### src/rtl/tail_light_seq_if.sv
// Request/lamp bundle between the driver-input debouncers and the lamp drivers.
// The design end uses the slave modport and the input side uses the master modport.
interface tail_light_seq_if #(
  parameter int unsigned N_LED = 3
) ();
  logic             emergency;
  logic             left;
  logic             right;
  logic             brake;
  logic [N_LED-1:0] led_left;
  logic [N_LED-1:0] led_right;
  logic [1:0]       mode;

  modport master (
    output emergency, left, right, brake,
    input  led_left, led_right, mode
  );

  modport slave (
    input  emergency, left, right, brake,
    output led_left, led_right, mode
  );
endinterface

### src/rtl/tail_light_seq.sv
// Rear-lamp sequencer: sequential-fill turn indication, brake override and hazard blink,
// with a parametrised lamp count and a prescaled animation rate.
module tail_light_seq #(
  parameter int unsigned N_LED    = 3,
  parameter int unsigned STEP_DIV = 1
) (
  input logic             clk,
  input logic             reset,
  tail_light_seq_if.slave bus
);
  localparam int unsigned CNT_W  = (STEP_DIV > 1) ? $clog2(STEP_DIV) : 1;
  localparam int unsigned STEP_W = $clog2(N_LED + 1);

  typedef enum logic [1:0] {
    IDLE   = 2'd0,
    LEFT   = 2'd1,
    RIGHT  = 2'd2,
    HAZARD = 2'd3
  } mode_e;

  mode_e             mode_q, mode_d;
  logic              brake_q;
  logic [CNT_W-1:0]  cnt_q, cnt_d;
  logic [STEP_W-1:0] step_q, step_d;
  logic              phase_q, phase_d;
  logic              tick;
  logic [N_LED-1:0]  therm, brake_pat, hazard_pat, led_l, led_r;

  always_ff @(posedge clk or negedge reset) begin
    if (!reset) begin
      mode_q  <= IDLE;
      brake_q <= 1'b0;
      cnt_q   <= '0;
      step_q  <= '0;
      phase_q <= 1'b1;
    end else begin
      mode_q  <= mode_d;
      brake_q <= bus.brake;
      cnt_q   <= cnt_d;
      step_q  <= step_d;
      phase_q <= phase_d;
    end
  end

  assign tick = (cnt_q == CNT_W'(STEP_DIV - 1));

  always_comb begin
    mode_d  = IDLE;
    cnt_d   = '0;
    step_d  = '0;
    phase_d = 1'b1;

    if (bus.emergency)                mode_d = HAZARD;
    else if (bus.left && !bus.right)  mode_d = LEFT;
    else if (bus.right && !bus.left)  mode_d = RIGHT;

    // A mode change or IDLE restarts the animation from its initial state.
    if (mode_d == mode_q && mode_q != IDLE) begin
      cnt_d   = cnt_q + 1'b1;
      step_d  = step_q;
      phase_d = phase_q;
      if (tick) begin
        cnt_d = '0;
        if (mode_q == HAZARD) phase_d = ~phase_q;
        else                  step_d  = (step_q == STEP_W'(N_LED)) ? '0 : step_q + 1'b1;
      end
    end
  end

  always_comb begin
    therm = '0;
    for (int unsigned i = 0; i < N_LED; i++) therm[i] = (i < 32'(step_q));
    brake_pat  = {N_LED{brake_q}};
    hazard_pat = {N_LED{phase_q}};
    led_l      = brake_pat;
    led_r      = brake_pat;
    case (mode_q)
      LEFT:    led_l = therm;
      RIGHT:   led_r = therm;
      HAZARD: begin
        led_l = hazard_pat;
        led_r = hazard_pat;
      end
      default: ;
    endcase
  end

  assign bus.led_left  = led_l;
  assign bus.led_right = led_r;
  assign bus.mode      = mode_q;
endmodule

### src/flat_wrapper.sv
// flat-port wrapper written by rule: the top's interface ports become plain ports
module tail_light_seq_flat 
#(
  parameter int unsigned N_LED    = 3,
  parameter int unsigned STEP_DIV = 1
)
  (clk, reset, bus_emergency, bus_left, bus_right, bus_brake, bus_led_left, bus_led_right, bus_mode);
  tail_light_seq_if #(.N_LED(N_LED)) bus_i ();
  input logic clk;
  input logic reset;
  input wire logic [$bits(bus_i.emergency)-1:0] bus_emergency;
  input wire logic [$bits(bus_i.left)-1:0] bus_left;
  input wire logic [$bits(bus_i.right)-1:0] bus_right;
  input wire logic [$bits(bus_i.brake)-1:0] bus_brake;
  output wire logic [$bits(bus_i.led_left)-1:0] bus_led_left;
  output wire logic [$bits(bus_i.led_right)-1:0] bus_led_right;
  output wire logic [$bits(bus_i.mode)-1:0] bus_mode;
  assign bus_i.emergency = bus_emergency;
  assign bus_i.left = bus_left;
  assign bus_i.right = bus_right;
  assign bus_i.brake = bus_brake;
  assign bus_led_left = bus_i.led_left;
  assign bus_led_right = bus_i.led_right;
  assign bus_mode = bus_i.mode;
  tail_light_seq #(.N_LED(N_LED), .STEP_DIV(STEP_DIV)) u_core (.clk(clk), .reset(reset), .bus(bus_i));
endmodule
### config.mk
export PLATFORM = sky130hd
export DESIGN_NAME = tail_light_seq_flat
export DESIGN_NICKNAME = d
export VERILOG_FILES = /design/src/rtl/tail_light_seq_if.sv /design/src/rtl/tail_light_seq.sv /design/src/flat_wrapper.sv
export SDC_FILE = /design/constraint.sdc
export NUM_CORES = 1
export LEC_CHECK = 0
export ABC_AREA = 1
export CAP_MARGIN = 20
export CORE_AREA = 5 5 42 44
export DETAILED_ROUTE_END_ITERATION = 10
export DIE_AREA = 0 0 47 49
export GPL_TIMING_DRIVEN = 0
export SETUP_SLACK_MARGIN = 0.02
export SYNTH_ARGS = -nofsm -noshare
export SYNTH_HDL_FRONTEND = slang
export SYNTH_SLANG_ARGS = --single-unit
### constraint.sdc
create_clock -name clk -period 1 [get_ports clk]
set_input_delay 0.3 -clock clk [delete_from_list [all_inputs] [get_ports clk]]
set_output_delay 0.3 -clock clk [all_outputs]
set_load 0.03 [all_outputs]
==> impl_metrics.json <==
{
  "crit_type": "register to primary output",
  "finalSetupViolCount": 11,
  "vias_per_cell": 4.62,
  "place_ws_ns": -0.889,
  "dr.first_iter.drc_count": 5,
  "core-area_sq_mm": 0.00140,
  "area_growth_pct": 132,
  "grt_antenna_before_repair": 0,
  "ir_drop_uv": 721,
  "postRouteAntennaNets": 0,
  "diodes": 0,
  "power_mw": 1.00,
  "hold_violations": 0,
  "cp.required_ns": 0.70,
  "gp_congestion": 0.765,
  "avgSynthCellArea_sq_um": 7.06,
  "maxCapViolCount": 0,
  "root_buffer": "clkbuf_4",
  "seq_area_frac_synth_pct": 40.5,
  "clock_latency_ns": 0.24,
  "cts-htree-levels": 1,
  "io_buffer_count": 13,
  "yosys_register_bits": 6,
  "track_usage_pct": 10.7,
  "ys.flop_type": "dfrtp_1",
  "vias": 490,
  "leakagePower_nw": 0.424,
  "critPathLaunchType": "register",
  "finalCritPeriodShare_pct": 164,
  "wire_per_inst_um": 10.9,
  "synth_top_area_share_pct": 33.4,
  "synth_area_leader_cell": "dfrtp_1",
  "synth_area_leaders": "dfrtp_1 (33%), inv_1 (13%), nand2_1 (12%)",
  "synth_cells": 53,
  "ys_types": 12,
  "syn_area_sq_um": 374,
  "timing.fmax_mhz": 610,
  "violations": "negative setup slack",
  "netlist_top_cells_count": "inv_1 (13), nand2_1 (12), o21ai_0 (8)",
  "min_path_type": "primary input to async pin",
  "drc": 0,
  "synthArstFlopShare_pct": 100,
  "cts_tree": "yes",
  "status": "complete, but fails checks",
  "first_pass_iters": 4,
  "start_util_pct": 26.7,
  "dp_hpwl_um": 731,
  "die_y_um": 49,
  "fp.dieArea_sq_mm": 0.00230,
  "reg2reg_depth": 11,
  "tritoncts_num_sinks": 6,
  "postPlaceCellArea_sq_um": 602,
  "skew_ns": 0.00732,
  "cts.clk_slew.worst_paths_ns": 0.05,
  "critPathArrivalTime_ns": 1.34,
  "tightestPinTransition_ns": 0.246,
  "cts_buffers": 3,
  "die_w_um": 47,
  "post-synth-top-count-cell": "inv_1",
  "pin_count": 14,
  "grt_pass1_wl_um": 1830,
  "endpoint_kind": "primary output",
  "setup_slack_ns": -0.639,
  "yosysWarnings": 0,
  "rows": 14,
  "grt_max_degree": 7,
  "powerDensity_mw_per_mm2": 1150,
  "maxSlewViolCount": 0,
  "wirelength_um": 1160,
  "synth_edf_count": 0,
  "grt_pass1_vias": 455,
  "relSlewSlack_pct": 83.5,
  "crit_fanout": 5,
  "clk_path_buf_depth": 2,
  "finalCriticalPeriod_ns": 1.64,
  "post-route-cell-area_sq_um": 868,
  "grt_setup_unrepaired": "yes",
  "grt_overflow": 0,
  "syn-num-nets": 61,
  "drive_gt1_share_pct": 60.0,
  "final_nets": 99
}
-- cell families after synthesis --
logic type      synth area share [%]
compound gates                  12.7
fa+ha+maj                       6.69
buf+inv                         14.0
flops                           40.5
simple gates                    26.1
-- power breakdown --
part | internal (mW) | switching (mW) | leakage, nW
clock network | 0.151 | 0.0857 | 0.0150
registers | 0.261 | 0.0163 | 0.0698
logic | 0.246 | 0.240 | 0.339
total | 0.659 | 0.342 | 0.424
-- cell type report --
type	instances	area, sq um
sequential	6	154
timing repair buffer	33	329
fill	133	533
clock buffer	4	26.3
multi-input combinational	33	279
inverter	14	60.1
tap	16	20.0
-- sequential cells by signal (all words and copies together) (netlist names) --
signal / count
u_core.step_q: 2
u_core.phase_q: 1
u_core.brake_q: 1
u_core.bus.mode: 2
-- per-layer routing --
metal,GRT usage [%],part of all wire [%],up-vias
met4,5.53,2.4,0
met5,0,0,-
li1,-,-,243
met3,1.11,6.6,4
met2,19.5,56,19
met1,11.2,34,224
-- worst max-delay path: stages (launching register included) --
cell and delay [ns]:
dfrtp_2 0.43, nand2_2 0.09, inv_2 0.05, nand2_4 0.06, o21ai_2 0.06, inv_2 0.10, buf_6 0.11, o21ai_4 0.04
buf_6 0.13
-- path summary, 6_finish.rpt --
path	from	to	slack (ns)
max	u_core.bus.mode[0]$_DFF_PN0_	bus_led_right[0]	-0.64
min	reset	u_core.step_q[1]$_DFFE_PN0P_	0.28
max reg2reg	u_core.bus.mode[0]$_DFF_PN0_	u_core.step_q[1]$_DFFE_PN0P_	-0.62
min reg2reg	u_core.phase_q$_DFFE_PN1P_	u_core.phase_q$_DFFE_PN1P_	0.58
max in group asynchronous	reset	u_core.phase_q$_DFFE_PN1P_	0.45
min in group clk	bus_brake	u_core.brake_q$_DFF_PN0_	0.50
-- stage by stage --
step	hold slack, ns	util, %	std cells	TNS, ns
detailed placement	0.549	42.9	82	-7.53
finish	0.283	62.0	106	-5.69
CTS	0.277	57.8	102	-5.44
global placement	0.545	42.9	82	-7.45
global route	0.279	62.0	106	-6.35
floorplan	0.00441	-	53	-1.91
-- placed cells by master, fill, tap and decap left out --
cell type	instances
buf_6	15
buf_4	12
nand2_1	9
inv_1	7
o21ai_4	6
inv_2	5
clkdlybuf4s50_1	5
nand4_1	4
clkbuf_4	3
dfrtp_1	3
nand2_2	2
o21ai_2	2
nand3_1	2
nor2_1	2
ha_1	2
dfrtp_2	2
inv_6	1
nor2_4	1
inv_4	1
nand2_4	1
nand2_8	1
o211ai_1	1
clkbuf_1	1
buf_12	1
dfstp_2	1
-- repair_timing --
item / in CTS / in global routing
endpoints found under the setup margin: 11 / 11
pin swaps: 6 / 4
buffers inserted: 19 / 4
hold buffers: 0 / 0
resized for setup: 66 / 8
Note: power is estimated with default switching activity, not from simulation.
